===== src/rtl/hdr_pkg.sv =====
// hdr_pkg: shared types and helpers for the HDR exposure fetch block.
package hdr_pkg;

    typedef enum logic [1:0] {
        StIdle,
        StReq,
        StWait,
        StEmit
    } hdr_state_e;

    // Counter width for n distinct values, never below one bit.
    function automatic int unsigned cnt_w(input int unsigned n);
        return (n > 1) ? $clog2(n) : 1;
    endfunction

    // Frame slot written `age` frames before `slot` in a ring of `num_exp` slots.
    function automatic int unsigned slot_age(input int unsigned slot, input int unsigned age,
                                             input int unsigned num_exp);
        return (slot + num_exp - age) % num_exp;
    endfunction

endpackage


===== src/rtl/hdr_lane_unpack.sv =====
// hdr_lane_unpack: selects one pixel out of a lane word.
// HDR_FETCH_BYTESWAP_EN: when defined, the selected pixel is byte-swapped (big-endian sensor).
module hdr_lane_unpack #(
    parameter int unsigned BUS_W = 128,
    parameter int unsigned PIX_W = 16,
    parameter int unsigned IDX_W = 3
) (
    input  logic [BUS_W-1:0] word_i,
    input  logic [IDX_W-1:0] idx_i,
    output logic [PIX_W-1:0] pix_o
);

    localparam int unsigned BaseW = $clog2(BUS_W);

    logic [BaseW-1:0] base;
    logic [PIX_W-1:0] raw;

    // Pixel extraction and optional byte reordering.
    always_comb begin
        base = BaseW'(idx_i) * BaseW'(PIX_W);
        raw  = word_i[base +: PIX_W];
`ifdef HDR_FETCH_BYTESWAP_EN
        pix_o = {raw[PIX_W/2-1:0], raw[PIX_W-1:PIX_W/2]};
`else
        pix_o = raw;
`endif
    end

endmodule


===== src/rtl/hdr_exposure_fetch.sv =====
// hdr_exposure_fetch: for each live camera word, reads the co-located words of the NUM_EXP-1
// older exposures from the frame-slot ring and emits NUM_EXP-lane pixel tuples.
// HDR_FETCH_BYTESWAP_EN: byte-swaps every output pixel (see hdr_lane_unpack).
module hdr_exposure_fetch
    import hdr_pkg::*;
#(
    parameter int unsigned       NUM_EXP         = 3,
    parameter int unsigned       BUS_W           = 128,
    parameter int unsigned       PIX_W           = 16,
    parameter int unsigned       ADDR_W          = 25,
    parameter logic [ADDR_W-1:0] SLOT_BASE       = '0,
    parameter logic [ADDR_W-1:0] SLOT_STRIDE     = ADDR_W'(32'h25800),
    parameter int unsigned       ADDR_STEP       = 4,
    parameter int unsigned       WORDS_PER_FRAME = 38400,
    localparam int unsigned      SLOT_W          = cnt_w(NUM_EXP)
) (
    input  logic                     clk_i,
    input  logic                     rst_i,
    input  logic                     hdr_en_i,
    input  logic                     frame_done_i,
    input  logic [SLOT_W-1:0]        cur_slot_i,
    input  logic                     camera_wr_req_i,
    input  logic [BUS_W-1:0]         camera_data_i,
    input  logic                     ram_busy_i,
    output logic                     rd_req_o,
    output logic [ADDR_W-1:0]        rd_address_o,
    input  logic                     rd_valid_i,
    input  logic [BUS_W-1:0]         rd_data_i,
    output logic                     pix_valid_o,
    input  logic                     pix_ready_i,
    output logic [NUM_EXP*PIX_W-1:0] pix_data_o,
    output logic                     pix_last_o,
    output logic                     err_overrun_o
);

    localparam int unsigned PPW   = BUS_W / PIX_W;
    localparam int unsigned IDX_W = cnt_w(PPW);
    localparam int unsigned OFF_W = cnt_w(WORDS_PER_FRAME);

    hdr_state_e state_q, state_d;

    logic [BUS_W-1:0]  lane_q [NUM_EXP];
    logic [BUS_W-1:0]  lane_d [NUM_EXP];
    logic [PIX_W-1:0]  lane_pix [NUM_EXP];
    logic [SLOT_W-1:0] k_q, k_d;
    logic [SLOT_W-1:0] rsp_q, rsp_d;
    logic [IDX_W-1:0]  pix_idx_q, pix_idx_d;
    logic [OFF_W-1:0]  word_off_q, word_off_d;  // offset the next camera word will use
    logic [OFF_W-1:0]  cur_off_q, cur_off_d;    // offset of the word being processed
    logic [SLOT_W-1:0] slot_q, slot_d;
    logic              pend_q, pend_d;          // frame_done seen while busy
    logic [SLOT_W-1:0] pend_slot_q, pend_slot_d;
    logic              err_q, err_d;

    logic              in_idle, accept, drop, req_fire, last_req, rsp_take, last_rsp;
    logic              hs, last_pix;
    logic [SLOT_W-1:0] eff_slot, wr_lane;
    logic [OFF_W-1:0]  eff_off;

    function automatic logic [OFF_W-1:0] off_inc(input logic [OFF_W-1:0] off);
        return (off == OFF_W'(WORDS_PER_FRAME - 1)) ? '0 : off + OFF_W'(1);
    endfunction

    // Handshake and phase decode shared by the FSM and datapath.
    always_comb begin
        in_idle  = (state_q == StIdle);
        accept   = in_idle & camera_wr_req_i & hdr_en_i;
        drop     = ~in_idle & camera_wr_req_i & hdr_en_i;
        req_fire = (state_q == StReq) & ~ram_busy_i;
        last_req = (k_q == SLOT_W'(NUM_EXP - 1));
        rsp_take = rd_valid_i & ((state_q == StReq) | (state_q == StWait));
        last_rsp = (rsp_q == SLOT_W'(NUM_EXP - 2));
        wr_lane  = rsp_q + SLOT_W'(1);
        hs       = (state_q == StEmit) & pix_ready_i;
        last_pix = (pix_idx_q == IDX_W'(PPW - 1));
    end

    // Frame boundary takes effect before a word accepted in the same idle cycle.
    always_comb begin
        if (frame_done_i) begin
            eff_slot = cur_slot_i;
            eff_off  = '0;
        end else if (pend_q) begin
            eff_slot = pend_slot_q;
            eff_off  = '0;
        end else begin
            eff_slot = slot_q;
            eff_off  = word_off_q;
        end
    end

    // FSM state register.
    always_ff @(posedge clk_i) begin
        if (rst_i) begin
            state_q <= StIdle;
        end else begin
            state_q <= state_d;
        end
    end

    // FSM next-state logic.
    always_comb begin
        state_d = state_q;
        unique case (state_q)
            StIdle: if (accept) state_d = StReq;
            StReq: begin
                if (rsp_take && last_rsp) begin
                    state_d = StEmit;
                end else if (req_fire && last_req) begin
                    state_d = StWait;
                end
            end
            StWait: if (rsp_take && last_rsp) state_d = StEmit;
            StEmit: if (hs && last_pix) state_d = StIdle;
            default: state_d = StIdle;
        endcase
    end

    // FSM outputs: read request, address and tuple presentation.
    always_comb begin
        int unsigned age;
        age          = slot_age(32'(slot_q), 32'(k_q), NUM_EXP);
        rd_req_o     = req_fire;
        rd_address_o = '0;
        if (state_q == StReq) begin
            rd_address_o = SLOT_BASE + ADDR_W'(age) * SLOT_STRIDE
                         + ADDR_W'(cur_off_q) * ADDR_W'(ADDR_STEP);
        end
        pix_valid_o = (state_q == StEmit);
        pix_last_o  = (state_q == StEmit) & last_pix
                    & (cur_off_q == OFF_W'(WORDS_PER_FRAME - 1));
        for (int i = 0; i < NUM_EXP; i++) begin
            pix_data_o[i*PIX_W +: PIX_W] = (state_q == StEmit) ? lane_pix[i] : '0;
        end
    end

    assign err_overrun_o = err_q;

    // Datapath next-state: lane capture, counters, slot and offset tracking.
    always_comb begin
        lane_d      = lane_q;
        k_d         = k_q;
        rsp_d       = rsp_q;
        pix_idx_d   = pix_idx_q;
        word_off_d  = word_off_q;
        cur_off_d   = cur_off_q;
        slot_d      = slot_q;
        pend_d      = pend_q;
        pend_slot_d = pend_slot_q;
        err_d       = drop;
        if (in_idle) begin
            slot_d     = eff_slot;
            word_off_d = eff_off;
            pend_d     = 1'b0;
            if (accept) begin
                lane_d[0]  = camera_data_i;
                k_d        = SLOT_W'(1);
                rsp_d      = '0;
                pix_idx_d  = '0;
                cur_off_d  = eff_off;
                word_off_d = off_inc(eff_off);
            end
        end else begin
            if (frame_done_i) begin
                pend_d      = 1'b1;
                pend_slot_d = cur_slot_i;
            end
            // A dropped word still consumes an offset so later addresses stay aligned.
            if (drop) word_off_d = off_inc(word_off_q);
            if (req_fire) k_d = k_q + SLOT_W'(1);
            if (rsp_take) begin
                lane_d[wr_lane] = rd_data_i;
                rsp_d           = rsp_q + SLOT_W'(1);
            end
            if (hs) pix_idx_d = last_pix ? '0 : pix_idx_q + IDX_W'(1);
        end
    end

    // Datapath registers.
    always_ff @(posedge clk_i) begin
        if (rst_i) begin
            for (int i = 0; i < NUM_EXP; i++) lane_q[i] <= '0;
            k_q         <= '0;
            rsp_q       <= '0;
            pix_idx_q   <= '0;
            word_off_q  <= '0;
            cur_off_q   <= '0;
            slot_q      <= '0;
            pend_q      <= 1'b0;
            pend_slot_q <= '0;
            err_q       <= 1'b0;
        end else begin
            lane_q      <= lane_d;
            k_q         <= k_d;
            rsp_q       <= rsp_d;
            pix_idx_q   <= pix_idx_d;
            word_off_q  <= word_off_d;
            cur_off_q   <= cur_off_d;
            slot_q      <= slot_d;
            pend_q      <= pend_d;
            pend_slot_q <= pend_slot_d;
            err_q       <= err_d;
        end
    end

    for (genvar g = 0; g < NUM_EXP; g++) begin : g_lane
        hdr_lane_unpack #(
            .BUS_W(BUS_W),
            .PIX_W(PIX_W),
            .IDX_W(IDX_W)
        ) u_unpack (
            .word_i(lane_q[g]),
            .idx_i (pix_idx_q),
            .pix_o (lane_pix[g])
        );
    end

endmodule


===== config.mk =====
export PLATFORM = sky130hd
export DESIGN_NAME = hdr_exposure_fetch
export DESIGN_NICKNAME = d
export VERILOG_FILES = /design/src/rtl/hdr_pkg.sv /design/src/rtl/hdr_lane_unpack.sv /design/src/rtl/hdr_exposure_fetch.sv
export SDC_FILE = /design/constraint.sdc
export NUM_CORES = 1
export LEC_CHECK = 0
export BUFFER_PORTS_ARGS = -buffer_cell sky130_fd_sc_hd__buf_2
export CORE_AREA = 2 2 231 233
export CTS_BUF_LIST = sky130_fd_sc_hd__clkbuf_16
export DETAILED_ROUTE_END_ITERATION = 6
export DIE_AREA = 0 0 233 235
export HOLD_SLACK_MARGIN = 0.02
export PLACE_DENSITY_LB_ADDON = 0.2
export SLEW_MARGIN = 0
export SYNTH_ARGS = -nofsm -noshare
export SYNTH_HDL_FRONTEND = slang
export SYNTH_SLANG_ARGS = --single-unit

===== constraint.sdc =====
create_clock -name clk_i -period 9.9 [get_ports clk_i]
set_clock_uncertainty 0.15 [all_clocks]
set_input_delay 1.98 -clock clk_i [delete_from_list [all_inputs] [get_ports clk_i]]
set_output_delay 1.98 -clock clk_i [all_outputs]
set_load 0.02 [all_outputs]

==> summary.md, run 1 <==
| Metric | Value |
|---|---|
| Clock Path Buffers | `3` |
| Slew Limit Fails | `0` |
| Pre-antenna DRT Iters | `7` |
| Sink Count | `431` |
| Hold_buf cts | `0` |
| Worst Tran Pin Value | `approximately 1.1 ns` |
| Net Switching | `~0.0035 W` |
| DRC Markers | `0` |
| Row count | `84` |
| Via Count | `just over 20000` |
| Die H | `235 µm` |
| Share of power burned in registers | `0.243` |
| Hold WC Path Type | `flop to flop` |
| Pin count of the biggest net entering global routing | `~240` |
| Vias per cell | `around 5.7` |
| Antenna violations before repair | `15` |
| CTS clk-pin slew, worst paths | `about 0.06 ns` |
| Setup bufs post-CTS | `0` |
| Area grow syn2layout | `16.04%` |
| CP startpoint kind | `flop` |
| Mapped Area | `21680 µm²` |
| CP arrival | `around 6.8 ns` |
| Die Span X | `233 µm` |
| Critical Path Slowest Stage Cell | `fa_1` |
| Unrepaired setup endpoints after global routing | `no` |
| Worst skew pair latency | `approximately 0.60 ns` |
| CTS Root Cell | `clkbuf_16` |
| CTS buffer count | `between 40 and 50` |
| Final hold vios | `0` |
| Overflow after GRT | `0` |
| Initial DRC Count | `about 2200` |
| Post-Route WL | `approximately 80 mm` |
| Setup WS pre-CTS | `approximately 1.6 ns` |
| Critical Path Most Common Cell | `ha_1` |
| Clock power frac | `0.207` |
| Cts repair resizes | `0` |
| Max cap viols | `0` |
| CP required | `just under 8 ns` |
| Pwr/cell area | `roughly 320 nW/µm²` |
| Core area | `around 52000 µm²` |
| Reg2reg path depth | `7` |
| Status | `finished clean` |
| Power Internal | `approximately 0.0046 W` |
| Vias in the first global route | `about 19000` |
| Hold depth | `2` |
| Power share of the combinational group | `0.550` |
| Global-route wire length before repair | `about 120 mm` |
| Yosys cell types | `75` |
| Worst setup path class | `flop to primary output` |
| Share of cells above drive strength 1 | `0.1874` |
| Post-synth ARST share | `0` |
| Main synth FF type | `dfxtp_1` |
| Leak | `9.316 nW` |
| Synth Area per Inst | `8.266 µm²` |
| EDFF count, synth | `0` |
| # setup viols final | `0` |
| Worst Setup Slack, final | `a little under 1 ns` |
| Relative slew slack | `0.2563` |
| Max Clk Rate | `about 110 MHz` |
| Starting utilization of the core area | `0.4151` |
| Minimum clock period | `a little under 9 ns` |
| Setup TNS | `0 ns` |
| Per-cell routed wire length | `roughly 23 µm` |
| Die area | `approximately 55000 µm²` |
| Number of fillers in the final layout | `roughly 5100` |
| Cells after Synth | `2623` |
| Period utilisation layout | `0.9005` |
| Number of synthesis warnings | `0` |
| Io pins | `roughly 340` |
| CTS tree | `yes` |
| Seq cells post-synth | `roughly 430` |
| Post-route ant nets | `0` |
| Placer congestion estimate | `0.9600` |
| PortBufs | `340` |
| Aggregate global-route resource usage | `0.2881` |
| CP max FO | `6` |
| CP Capture Type | `primary output` |
| Dpl hpwl | `approximately 58 mm` |
| CP peak stage delay | `0.49 ns` |
| H-Tree Depth | `2` |
| Number of nets in the layout | `approximately 3200` |
| Worst vdd rail ir drop | `520.4 µV` |
| Sw frac | `0.4319` |
| Seq/Total Area, Yosys | `0.3979` |
-- state kept, by name (all words and copies together), names as in the netlist --
signal,count
state_q,2
rsp_q,2
word_off_q,16
err_overrun_o,1
pend_q,1
pix_idx_q,3
cur_off_q,16
k_q,2
slot_q,2
lane_q,384
pend_slot_q,2
-- power by group through the flow --
stage	clock network [W]	registers (W)	logic [W]
6_report	0.00169	0.00198	0.00449
4_1_cts	0.00171	0.00198	0.00446
3_5_place_dp	0	0.00201	0.00444
2_1_floorplan	0	0.00198	0.00347
3_3_place_gp	0	0.00201	0.00432
5_1_grt	0.00177	0.00200	0.00508
-- critical path, delay by kind of cell (launching register included) --
kind                       cells  cell delay, ns
AOI/OAI and AO/OA              7            1.24
DFF                            1            0.35
adders and majority gates     11            3.11
buffers and inverters          6            0.54
and+or+nand+nor                4            0.94
-- worst paths after layout --
check | start | end | slack (ns)
hold / removal | lane_q[109]$_SDFFE_PP0P_ | lane_q[109]$_SDFFE_PP0P_ | 0.30
hold reg to reg | lane_q[109]$_SDFFE_PP0P_ | lane_q[109]$_SDFFE_PP0P_ | 0.30
setup reg to reg | state_q[0]$_SDFFE_PP0P_ | lane_q[4]$_SDFFE_PP0P_ | 6.28
setup / recovery | k_q[0]$_SDFFE_PP0P_ | rd_address_o[24] | 0.98
-- cells by family (layout without fill, tap and decap cells) --
kind of cell,count (synthesis),after routing,share of synthesized area
AOI/OAI and AO/OA,644,644,0.1725
xor gates and xnor gates,28,28,0.01166
and+or+nand+nor,1036,1036,0.1989
DFF,431,431,0.3979
buffers and inverters,261,493,0.04715
other,2,30,0.0003464
muxes,150,150,0.1246
adders and majority gates,71,71,0.04686
-- final cells by class --
| type | instances | area, µm² | share of cell area |
|---|---|---|---|
| flip-flops and latches | 431 | 8637 | 0.3433 |
| well taps | 688 | 860.8 | 0.03421 |
| diodes | 12 | 30.03 | 0.001193 |
| clock inverters | 39 | 220.2 | 0.008752 |
| multi-input cells | 1947 | 12150 | 0.4828 |
| inverters | 46 | 172.7 | 0.006863 |
| repair buffers | 359 | 1867 | 0.07420 |
| clock buffers | 49 | 1226 | 0.04873 |
-- placed cells by master (no fill, tap or decap), types with 14 or more instances in the layout --
master     Yosys  final
nand2_1      693    690
dfxtp_1      431    428
buf_2         28    339
a21oi_1      305    305
nor2_1       177    175
o21ai_0      146    146
a211oi_1     135    135
mux4_2        96     96
nor2b_1       63     63
inv_1         46     59
mux2i_1       54     54
ha_1          54     53
clkbuf_16      0     49
nand3_1       25     25
and2_1        24     23
conb_1         2     18
buf_4          2     18
fa_1          17     17
xnor2_1       15     15
clkinv_1       0     14
-- layer usage --
layer / part of all wire / global-route usage / vias up
met4: 0.031 / 0.08898 / 2
met1: 0.44 / 0.4223 / 9791
met5: 0.00011 / 0 / -
met3: 0.087 / 0.04951 / 127
met2: 0.44 / 0.4303 / 916
li1: - / - / 9438
-- cell usage after synthesis (3+ instances only) --
master / instances / share of area
nor2b_1: 63 / 0.018
a31oi_1: 7 / 0.0020
nor2_1: 177 / 0.031
mux4_2: 96 / 0.10
inv_1: 46 / 0.0080
fa_1: 17 / 0.016
nand2_1: 693 / 0.12
xor2_1: 12 / 0.0048
clkbuf_1: 169 / 0.029
a21o_1: 3 / 0.0010
buf_2: 28 / 0.0065
buf_1: 16 / 0.0028
and2_1: 24 / 0.0069
ha_1: 54 / 0.031
nand4_1: 5 / 0.0014
nor4_1: 5 / 0.0014
and3_1: 3 / 0.00087
mux2i_1: 54 / 0.025
a221oi_1: 3 / 0.0012
dfxtp_1: 431 / 0.40
a22oi_1: 6 / 0.0021
nand3_1: 25 / 0.0058
nor3_1: 10 / 0.0023
nand2b_1: 7 / 0.0020
a211oi_1: 135 / 0.047
or3_1: 4 / 0.0012
o21ai_0: 146 / 0.034
a21oi_1: 305 / 0.070
o211ai_1: 6 / 0.0021
xnor2_1: 15 / 0.0061
-- stage by stage --
stage	utilization	area (µm²)	hold WS, ns	instances	total power, W
finish	0.4817	25160	0.2974	3571	0.008150
global route	0.4816	25160	0.3166	3569	0.008845
CTS	0.4811	25130	0.3008	3559	0.008146
detailed placement	0.4534	23680	0.2931	3471	0.006452
global placement	0.4534	23680	0.2884	3471	0.006322
floorplan	-	21740	0.2831	2639	0.005452
Power figures use the tool's default switching activity.
==> inputs of run 2 (changes only) <==
--- a/config.mk
+++ b/config.mk
@@ -5,11 +5,12 @@
 export SDC_FILE = /design/constraint.sdc
 export NUM_CORES = 1
 export LEC_CHECK = 0
+export ABC_AREA = 1
 export BUFFER_PORTS_ARGS = -buffer_cell sky130_fd_sc_hd__buf_2
-export CORE_AREA = 2 2 231 233
+export CORE_AREA = 2 2 235 237
 export CTS_BUF_LIST = sky130_fd_sc_hd__clkbuf_16
 export DETAILED_ROUTE_END_ITERATION = 6
-export DIE_AREA = 0 0 233 235
+export DIE_AREA = 0 0 237 239
 export HOLD_SLACK_MARGIN = 0.02
 export PLACE_DENSITY_LB_ADDON = 0.2
 export SLEW_MARGIN = 0
==> run 2 against run 1 <==
Against the previous run: sequential share of layout area shrank 0.84 points; via count grew 18%; cell count grew 18%; synthesized area grew 4.3%; final area grew 2.5%; non-clock buffer count grew 2; critical path depth grew 3; first-iteration DRC count grew 14%; highest routed layer unchanged.
==> summary.md, run 2 <==
| Metric | Value |
|---|---|
| CP Launch Point | `k_q[0]$_SDFFE_PP0P_` |
| Minimum clock period | `around 8.5 ns` |
| Seq/Total Area, Yosys | `0.3817` |
| Per-cell routed wire length | `around 21 µm` |
| Most frequent cells in the layout | `516 x nor2_1, 475 x o21ai_0, 429 x dfxtp_1` |
| Synth cell count leaders | `517 x nor2_1, 475 x o21ai_0, 431 x dfxtp_1` |
| # setup viols final | `0` |
| Die area | `56640 µm²` |
| Main synth FF type | `dfxtp_1` |
| Status | `finished clean` |
| CP max FO | `6` |
| Sink Count | `around 430` |
| CP arrival | `about 6.4 ns` |
| Starting utilization of the core area | `0.4160` |
| Reg-to-reg startpoint | `state_q[0]$_SDFFE_PP0P_` |
| Unrepaired setup endpoints after global routing | `no` |
| EDFF count, synth | `0` |
| Clock Path Buffers | `3` |
| Post-Route WL | `87.99 mm` |
| CP endpoint | `rd_address_o[24]` |
| FF+latch area | `8636 µm²` |
| Largest register by flop count | `lane_q` |
| Mapped Area | `between 20000 and 25000 µm²` |
| Pin count of the biggest net entering global routing | `between 150 and 200` |
| CTS buffer count | `48` |
| Initial DRC Count | `about 2500` |
| Overflow after GRT | `0` |
| H-Tree Depth | `2` |
| Final hold vios | `0` |
| CTS clk-pin slew, worst paths | `about 0.06 ns` |
| Critical Path Slowest Stage Cell | `nor2_1` |
| Setup TNS | `0 ns` |
| Share of cells above drive strength 1 | `0.1306` |
| Area grow syn2layout | `14.08%` |
| Die Span X | `237 µm` |
| Aggregate global-route resource usage | `0.2999` |
| Number of fillers in the final layout | `5714` |
| Hold WC Path Type | `flop to flop` |
| Core area | `54340 µm²` |
| Biggest regs | `lane_q x384, cur_off_q x16, word_off_q x16` |
| Yosys cell types | `36` |
| Critical Path Most Common Cell | `ha_1` |
| Hold_buf cts | `0` |
| DRC Markers | `0` |
| CP startpoint kind | `flop` |
| Number of nets in the layout | `around 3800` |
| Pwr/cell area | `380.1 nW/µm²` |
| CP peak stage delay | `about 0.45 ns` |
| Cell taking the most area after synthesis | `dfxtp_1` |
| Area occupied by multi-input gates | `12080 µm²` |
| Largest register FFs | `384` |
| Worst skew pair latency | `just under 0.6 ns` |
| CTS Root Cell | `clkbuf_16` |
| Yosys top cell area share | `0.3817` |
| Placer congestion estimate | `0.9466` |
| Number of synthesis warnings | `0` |
| PortBufs | `340` |
| Via Count | `about 24000` |
| Most numerous cell in the Yosys netlist | `nor2_1` |
| Period utilisation layout | `0.8597` |
| Cells after Synth | `about 3300` |
| Leak | `roughly 11 nW` |
| Worst Tran Pin Value | `about 1.2 ns` |
| Setup bufs post-CTS | `0` |
| Final core occ | `0.4746` |
| Max Clk Rate | `about 120 MHz` |
| Worst vdd rail ir drop | `between 300 and 400 µV` |
| Die H | `roughly 240 µm` |
| Cts repair resizes | `0` |
| CP required | `7.77 ns` |
| Global-route wire length before repair | `roughly 130 mm` |
| Vias per cell | `between 5 and 6` |
| Vias in the first global route | `about 21000` |
| Io pins | `around 340` |
| Commonest non-fill, non-tap cell in the layout | `nor2_1` |
| CTS tree | `yes` |
| Post-synth ARST share | `0` |
| Reg2reg end | `lane_q[154]$_SDFFE_PP0P_` |
| Synth Area per Inst | `roughly 6.8 µm²` |
| Row count | `86` |
| Pre-antenna DRT Iters | `5` |
| Worst Setup Slack, final | `between 1 and 1.5 ns` |
| CP Capture Type | `primary output` |
| Setup WS pre-CTS | `approximately 2.0 ns` |
| Post-route ant nets | `0` |
| Dpl hpwl | `59.97 mm` |
| Seq cells post-synth | `about 430` |
| Reg2reg path depth | `10` |
| Hold wc startpoint | `lane_q[155]$_SDFFE_PP0P_` |
| Max cap viols | `0` |
| Worst setup path class | `flop to primary output` |
| Antenna violations before repair | `14` |
| Ranking of synthesized cells by area | `dfxtp_1 38%, o21ai_0 11%, nor2_1 8.6%, nand2_1 6.9%, nand3_1 6.1%` |
| Relative slew slack | `0.1826` |
| Slew Limit Fails | `0` |
| Worst R2R Setup Slack | `about 5 ns` |
run 2: cell types whose count changed after synthesis, sizes merged, moves of 96 or more:
cell,before,now
a211oi,135,2
nand3,26,279
nand2,694,415
mux4,96,0
nor2,178,530
o21ai,148,591
inv,46,222
a31oi,7,180
run 2: logic make-up (layout without fill, tap and decap cells):
kind of cell / after synthesis / after routing / share of synthesized area
DFF: 431 / 431 / 0.3817
adders and majority gates: 71 / 71 / 0.04494
and+or+nand+nor: 1258 / 1258 / 0.2305
buffers and inverters: 498 / 669 / 0.08845
xor gates and xnor gates: 19 / 19 / 0.007362
AOI/OAI and AO/OA: 1055 / 1055 / 0.2467
other: 2 / 20 / 0.0003322
run 2: worst min-delay path by stage:
| stage | end | slack (ns) | cells after the start |
|---|---|---|---|
| floorplan | lane_q[160]$_SDFFE_PP0P_ | 0.28 | 2 |
| detailed placement | lane_q[237]$_SDFFE_PP0P_ | 0.29 | 2 |
| finish | lane_q[155]$_SDFFE_PP0P_ | 0.30 | 2 |
| global placement | lane_q[210]$_SDFFE_PP0P_ | 0.29 | 2 |
| CTS | lane_q[237]$_SDFFE_PP0P_ | 0.30 | 2 |
| global route | lane_q[237]$_SDFFE_PP0P_ | 0.32 | 2 |
run 2: layer usage:
layer	global-route usage	up-vias	routed length, µm
li1	-	11570	-
met4	0.1354	20	3941
met2	0.4522	969	38160
met3	0.05231	170	7315
met1	0.4181	11230	38450
met5	0	-	126
run 2: critical path, delay by kind of cell, from the launching register on:
kind                       cells  cell delay [ns]
adders and majority gates     11             3.17
xor gates and xnor gates       1             0.20
buffers and inverters          9             0.71
AOI/OAI and AO/OA              2             0.23
DFF                            1             0.30
and+or+nand+nor                8             1.18
run 2: cell type report:
type                            instances  area share
Sequential cell                       431      0.3349
Clock buffer                           48     0.04658
Clock inverter                         37     0.01024
Timing Repair Buffer                  361     0.07219
Multi-Input combinational cell       2421      0.4685
Tap cell                              704     0.03416
Antenna cell                            2   0.0001941
Inverter                              223     0.03323
run 2: per-stage QoR:
step | cell area [µm²] | cells | power [W] | hold slack (ns)
global route | 25790 | 4226 | 0.01075 | 0.3174
global placement | 24320 | 4140 | 0.008072 | 0.2913
finish | 25790 | 4227 | 0.009801 | 0.3040
CTS | 25780 | 4225 | 0.009826 | 0.3033
floorplan | 22670 | 3350 | 0.006604 | 0.2797
detailed placement | 24320 | 4140 | 0.008095 | 0.2947
run 2: report_power, final:
group / total [W] / leakage (nW) / internal (W) / switching [W]
Sequential: 0.00227 / 3.50 / 0.00206 / 0.000211
Combinational: 0.00581 / 6.48 / 0.00193 / 0.00388
Clock: 0.00172 / 0.753 / 0.000958 / 0.000762
Total: 0.00980 / 10.7 / 0.00495 / 0.00485
